===== config.mk =====
export PLATFORM = sky130hd
export DESIGN_NAME = fifo_write_arbiter
export DESIGN_NICKNAME = d
export VERILOG_FILES = /design/src/rtl/fifo_write_arbiter.sv
export SDC_FILE = /design/constraint.sdc
export NUM_CORES = 1
export LEC_CHECK = 0
export BUFFER_PORTS_ARGS = -buffer_cell sky130_fd_sc_hd__clkbuf_2
export CORE_ASPECT_RATIO = 0.6
export CORE_MARGIN = 4
export CORE_UTILIZATION = 23
export CTS_CLUSTER_DIAMETER = 200
export CTS_CLUSTER_SIZE = 40
export DETAILED_ROUTE_END_ITERATION = 16
export GPL_TIMING_DRIVEN = 0
export PLACE_DENSITY = 0.73
export SKIP_CTS_REPAIR_TIMING = 1
export SLEW_MARGIN = 30
export SYNTH_ARGS = -nofsm -noshare
export SYNTH_HDL_FRONTEND = slang
export SYNTH_SLANG_ARGS = --single-unit

===== constraint.sdc =====
create_clock -name write_clk -period 2.8 [get_ports write_clk]
set_input_delay 0.56 -clock write_clk [delete_from_list [all_inputs] [get_ports write_clk]]
set_output_delay 0.56 -clock write_clk [all_outputs]
set_load 0.1 [all_outputs]

===== src/rtl/fifo_write_arbiter.sv =====
// Round-robin arbiter that shares one asynchronous-FIFO write port among NUM_REQ
// requesters, granting bursts of up to MAX_BURST beats and honouring the full flag.
module fifo_write_arbiter #(
    parameter int BITS      = 32,
    parameter int NUM_REQ   = 4,
    parameter int MAX_BURST = 4
) (
    input  logic                       write_clk,
    input  logic                       write_rst_n,
    input  logic [NUM_REQ-1:0]         p_req_valid,
    input  logic [NUM_REQ*BITS-1:0]    p_req_data,
    input  logic [NUM_REQ-1:0]         p_req_last,
    output logic [NUM_REQ-1:0]         p_req_ready,
    output logic                       p_fifo_write_en,
    output logic [BITS-1:0]            p_fifo_write_data,
    input  logic                       p_fifo_write_full,
    output logic                       p_grant_valid,
    output logic [$clog2(NUM_REQ)-1:0] p_grant_id
);

    localparam int IDW = $clog2(NUM_REQ);
    localparam int CW  = $clog2(MAX_BURST + 1);

    typedef enum logic {
        IDLE  = 1'b0,
        BURST = 1'b1
    } state_t;

    state_t         r_state;
    state_t         w_state_nxt;
    logic [IDW-1:0] r_grant_id;
    logic [IDW-1:0] r_last_grant;
    logic [IDW-1:0] w_winner;
    logic [CW-1:0]  r_cnt;
    logic           w_sel_valid;
    logic           w_sel_last;
    logic           w_accept;
    logic           w_burst_end;

    // Scan from the farthest offset down so the nearest requester after last_grant wins;
    // offset NUM_REQ is last_grant itself, which therefore has the lowest priority.
    function automatic logic [IDW-1:0] pick_winner(input logic [NUM_REQ-1:0] req,
                                                   input logic [IDW-1:0]     last);
        logic [IDW-1:0] win;
        int             idx;
        win = last;
        for (int k = NUM_REQ; k >= 1; k--) begin
            idx = (int'(last) + k) % NUM_REQ;
            if (req[IDW'(idx)]) win = IDW'(idx);
        end
        return win;
    endfunction

    assign w_winner          = pick_winner(p_req_valid, r_last_grant);
    assign w_sel_valid       = p_req_valid[r_grant_id];
    assign w_sel_last        = p_req_last[r_grant_id];
    assign p_fifo_write_data = p_req_data[int'(r_grant_id)*BITS +: BITS];
    assign p_grant_valid     = (r_state == BURST);
    assign p_grant_id        = r_grant_id;

    always_comb begin
        w_state_nxt     = r_state;
        p_req_ready     = '0;
        p_fifo_write_en = 1'b0;
        w_accept        = 1'b0;
        w_burst_end     = 1'b0;
        case (r_state)
            IDLE: begin
                if (|p_req_valid) w_state_nxt = BURST;
            end
            BURST: begin
                p_req_ready[r_grant_id] = !p_fifo_write_full;
                w_accept                = w_sel_valid && !p_fifo_write_full;
                p_fifo_write_en         = w_accept;
                // A withdrawn valid ends the burst even while the FIFO is full.
                w_burst_end = !w_sel_valid ||
                              (w_accept && (w_sel_last || r_cnt == CW'(MAX_BURST - 1)));
                if (w_burst_end) w_state_nxt = IDLE;
            end
        endcase
    end

    always_ff @(posedge write_clk or negedge write_rst_n) begin
        if (!write_rst_n) begin
            r_state      <= IDLE;
            r_grant_id   <= '0;
            r_last_grant <= IDW'(NUM_REQ - 1);
            r_cnt        <= '0;
        end else begin
            r_state <= w_state_nxt;
            if (r_state == IDLE && |p_req_valid) begin
                r_grant_id <= w_winner;
                r_cnt      <= '0;
            end
            if (w_accept) r_cnt <= r_cnt + 1'b1;
            if (w_burst_end) r_last_grant <= r_grant_id;
        end
    end

endmodule

==> results.json, run 1 <==
{
  "status": "finished, final reports clean",
  "die-width_um": 106,
  "fillers": 571,
  "fin_crit_sh": 0.932,
  "finalWorstSetupSlack_ns": 0.190,
  "seq_area_um2": 211,
  "cp_cell_sequence": "clkbuf_2 > clkbuf_2 > mux4_2 > clkbuf_2",
  "rsz0062_at_grt": "false",
  "final_layout_size_suffix_gt1_frac": 0.848,
  "grt_pass1_vias": 1689,
  "synth_ff_type": "dfrtp_1",
  "cts_buffers": 3,
  "cp_common_cell": "clkbuf_2",
  "syn-instance-count": 96,
  "period_needed_ns": 2.61,
  "post_drt_wl_per_cell_um": 16.6,
  "cts.path.max_buffers": 2,
  "r2r-start": "r_cnt[0]$_DFFE_PN0P_",
  "skew_ns": 0.00442,
  "core_um2": 5570,
  "routed_wl_um": 5930,
  "async_flop_share": 1.00,
  "synth_mux_area_frac": 0.601,
  "hold_viol_final": 0,
  "path_max_fanout": 10,
  "min_path_type": "in -> async",
  "cap_violations": 0,
  "ys_seq_elements": 8,
  "vias": 1731,
  "max_freq_mhz": 383,
  "vias_per_cell": 4.85,
  "cts_tree": "yes",
  "clk_pin_slew_ns": 0.04,
  "final_cell_mix": "161 x clkbuf_2, 33 x mux4_2, 21 x buf_2, 5 x nand2_1",
  "h-tree-depth": 1,
  "worst-r2r-setup-slack_ns": 0.84,
  "rr_endpoint": "r_last_grant[1]$_DFFE_PN1P_",
  "placed_cell_area_um2": 2340,
  "io_pins": 179,
  "die_area_um2": 7060,
  "clock_latency_ns": 0.23,
  "syn2layout_area_growth_pct": 81.1,
  "critPathKind": "reg -> out",
  "fin_cells": 357,
  "pre_cts_ws_ns": -0.00790,
  "syn-num-nets": 237,
  "dp_hpwl_um": 5440,
  "drt_iter0_drc": 73,
  "finalMaxSlewViolations": 0,
  "diodes": 0,
  "crit_slowest_cell": "dfrtp_4",
  "setup_violations": 0,
  "worstRegToRegCells": 5,
  "cts.sinks": 8,
  "synth_fa_ha_area_frac": 0.0189,
  "yosys.area_share.simple": 0.0900,
  "grt_max_degree": 11,
  "synth_xor_area_frac": 0,
  "gr-total-overflow": 0,
  "final_common_cell": "clkbuf_2",
  "drc": 0,
  "required_ns": 2.24,
  "firstDrtPassIters": 4,
  "dp.cells": 354,
  "synth_edf_count": 0,
  "yosysWarnings": 0,
  "grt_pass1_wl_um": 8650,
  "cts_root_buf": "clkbuf_8",
  "endpoint_kind": "output pin",
  "design_area_um2": 2390,
  "antenna_found_initial": 0,
  "final_util": 0.429,
  "syn-cell-area_um2": 1320,
  "yosys.cell_types.count": 34,
  "multiInputGateArea_um2": 1080,
  "synth-compound-area-share": 0.0890,
  "cp-start-kind": "register",
  "slew_headroom": 0.457,
  "portBuffers": 178,
  "track_usage": 0.157,
  "initial_utilization": 0.237,
  "rows": 21,
  "die_h_um": 66.7,
  "cp_slowest_stage_delay_ns": 0.46,
  "tightest_slew_ns": 0.806,
  "nets": 419,
  "synth_seq_area_share": 0.153,
  "synth_top_family_by_area": "multiplexers",
  "antenna_left": 0,
  "cp.arrival_ns": 2.05,
  "post_synth.cell_area_avg_um2": 13.8,
  "place_congestion": 0.843
}
-- state kept, by name, indices dropped and copies added (netlist names) --
register / cells
r_cnt: 3
p_grant_id: 2
r_last_grant: 2
p_grant_valid: 1
-- synthesized netlist by cell type (2+ instances only) --
cell type	count	area share
a21oi_1	2	0.0076
buf_2	2	0.0076
buf_4	2	0.011
clkbuf_1	5	0.014
dfrtp_1	6	0.11
dfstp_2	2	0.040
ha_1	2	0.019
inv_1	4	0.011
mux2_4	2	0.023
mux4_2	33	0.56
nand2_1	5	0.014
nand2b_1	2	0.0095
nand3_1	4	0.015
nor2_1	2	0.0057
nor2b_1	2	0.0095
o21ai_1	3	0.011
-- critical path, delay by kind of cell, from the launching register on --
family   cells  cell delay (ns)
buf+inv      3             1.01
flops        1             0.46
mux          1             0.35
-- cell families (layout without fill, tap and decap cells) --
logic type      after synthesis  count (layout)
mux                          37              37
fa+ha+maj                     2               2
flops                         8               8
compound gates               14              14
buf+inv                      14             195
simple gates                 21              21
-- through the flow --
stage               hold slack, ns  setup TNS, ns
floorplan                    0.264              0
global placement             0.413        -0.0152
detailed placement           0.420        -0.0129
CTS                          0.169          -6.08
global route                 0.180              0
finish                       0.170              0
-- layer usage --
metal  GRT usage  wire length (um)  part of all wire
met2       0.257              2940              0.50
met1       0.216              2450              0.41
met5           0                 0                 0
met3      0.0281               494             0.083
met4      0.0388                41            0.0069
-- how the worst max path moves through the flow --
stage,start,endpoint,slack [ns],depth (start not counted)
finish,p_grant_id[1]$_DFFE_PN0P_,p_fifo_write_data[7],0.19,4
global route,p_grant_id[1]$_DFFE_PN0P_,p_fifo_write_data[10],0.09,4
detailed placement,p_grant_id[1]$_DFFE_PN0P_,p_fifo_write_data[7],-0.008,4
CTS,p_grant_id[1]$_DFFE_PN0P_,p_fifo_write_data[7],-0.27,4
floorplan,p_grant_id[1]$_DFFE_PN0P_,p_req_ready[0],0.02,3
global placement,p_grant_id[1]$_DFFE_PN0P_,p_fifo_write_data[7],-0.01,4
-- layout make-up --
type / instances / area share
Multi-Input combinational cell: 74 / 0.450
Timing Repair Buffer: 178 / 0.372
Sequential cell: 8 / 0.0884
Tap cell: 80 / 0.0418
Buffer: 9 / 0.0225
Clock buffer: 4 / 0.0188
Inverter: 4 / 0.00628
Power of run 1 is not shown: default switching activity piles up to over one toggle a cycle in this logic, so the estimate is an artifact.
==> inputs of run 2 (changes only) <==
- CTS_CLUSTER_DIAMETER: 200 -> default
- clock period: 2.8 -> 2.82 ns (I/O delays scaled with it)
==> run 2 against run 1 <==
Compared with the run above: cell area is 0.26% lower; wire length is 2.4% lower; setup slack better by 0.043 ns; first-iteration DRC count is 51% lower; clock skew hardly changed.
==> results.json, run 2 (synthesis gave the netlist of run 1 again) <==
{
  "tightest_slew_ns": 0.768,
  "cts.path.max_buffers": 2,
  "initial_utilization": 0.237,
  "vias_per_cell": 4.73,
  "firstDrtPassIters": 4,
  "final_common_cell": "clkbuf_2",
  "critPathKind": "reg -> out",
  "pre_cts_ws_ns": -0.0239,
  "rows": 21,
  "diodes": 0,
  "post_drt_wl_per_cell_um": 16.2,
  "grt_pass1_wl_um": 8870,
  "die_h_um": 66.7,
  "slew_headroom": 0.482,
  "core_um2": 5570,
  "endpoint_kind": "output pin",
  "grt_max_degree": 11,
  "cap_violations": 0,
  "final_cell_mix": "161 x clkbuf_2, 33 x mux4_2, 21 x buf_2, 5 x nand2_1",
  "die_area_um2": 7060,
  "cts.sinks": 8,
  "finalMaxSlewViolations": 0,
  "fin_crit_sh": 0.917,
  "cts_buffers": 3,
  "grt_pass1_vias": 1780,
  "final_layout_size_suffix_gt1_frac": 0.845,
  "r2r-start": "r_cnt[0]$_DFFE_PN0P_",
  "routed_wl_um": 5790,
  "status": "finished, final reports clean",
  "place_congestion": 0.837,
  "path_max_fanout": 10,
  "cts_tree": "yes",
  "h-tree-depth": 1,
  "clock_latency_ns": 0.23,
  "track_usage": 0.158,
  "period_needed_ns": 2.59,
  "regMostFlops": "r_cnt",
  "die-width_um": 106,
  "cp-start-kind": "register",
  "drt_iter0_drc": 36,
  "final_util": 0.428,
  "max_freq_mhz": 387,
  "finalWorstSetupSlack_ns": 0.233,
  "hold_viol_final": 0,
  "nets": 419,
  "portBuffers": 178,
  "cp.arrival_ns": 2.02,
  "largest_register_ffs": 3,
  "gr-total-overflow": 0,
  "io_pins": 179,
  "rsz0062_at_grt": "false",
  "antenna_found_initial": 0,
  "syn2layout_area_growth_pct": 80.6,
  "dp_hpwl_um": 5320,
  "skew_ns": 0.00491,
  "drc": 0,
  "startpoint": "p_grant_id[1]$_DFFE_PN0P_",
  "clk_pin_slew_ns": 0.04,
  "cts_root_buf": "clkbuf_8",
  "vias": 1687,
  "min_path_type": "in -> async",
  "setup_violations": 0,
  "antenna_left": 0,
  "required_ns": 2.26
}
run 2: cell counts in the layout (fill, tap and decap cells not counted):
Identical to the previous run, type by type.
run 2: layer usage:
| metal | up-vias | global-route usage | routed length [um] |
|---|---|---|---|
| met5 | - | 0 | 0 |
| met4 | 0 | 0.0194 | 17 |
| met3 | 2 | 0.0407 | 502 |
| met2 | 90 | 0.288 | 3060 |
| met1 | 815 | 0.196 | 2210 |
| li1 | 780 | - | - |
run 2: final cells by class:
| cell class | count | area [um^2] |
|---|---|---|
| Tap cell | 80 | 100 |
| Timing Repair Buffer | 178 | 891 |
| Multi-Input combinational cell | 74 | 1080 |
| Buffer | 9 | 53.8 |
| Sequential cell | 8 | 205 |
| Clock buffer | 4 | 45.0 |
| Fill cell | 569 | 3180 |
| Inverter | 4 | 15.0 |
run 2: final timing paths:
kind,slack [ns],endpoint,cells past startpoint
setup / recovery,0.23,p_fifo_write_data[10],4
hold / removal,0.17,r_cnt[1]$_DFFE_PN0P_,1
setup reg to reg,0.90,r_last_grant[1]$_DFFE_PN1P_,5
hold reg to reg,0.48,r_cnt[0]$_DFFE_PN0P_,1
max in group asynchronous,2.40,r_last_grant[0]$_DFFE_PN1P_,1
min in group write_clk,0.48,r_cnt[0]$_DFFE_PN0P_,1
run 2: critical path, cell delays in order (launching register included):
cell,delay [ns]
dfrtp_2,0.44
clkbuf_2,0.28
clkbuf_2,0.33
mux4_2,0.35
clkbuf_2,0.38
run 2: stage by stage:
step	hold slack [ns]	area [um^2]	TNS, ns	instances
floorplan	0.268	1340	-0.0294	96
global placement	0.417	2330	0	354
detailed placement	0.425	2330	-0.0780	354
CTS	0.174	2380	-5.12	358
global route	0.194	2390	0	357
finish	0.172	2390	0	357
Power of run 2 is left out for the same reason.
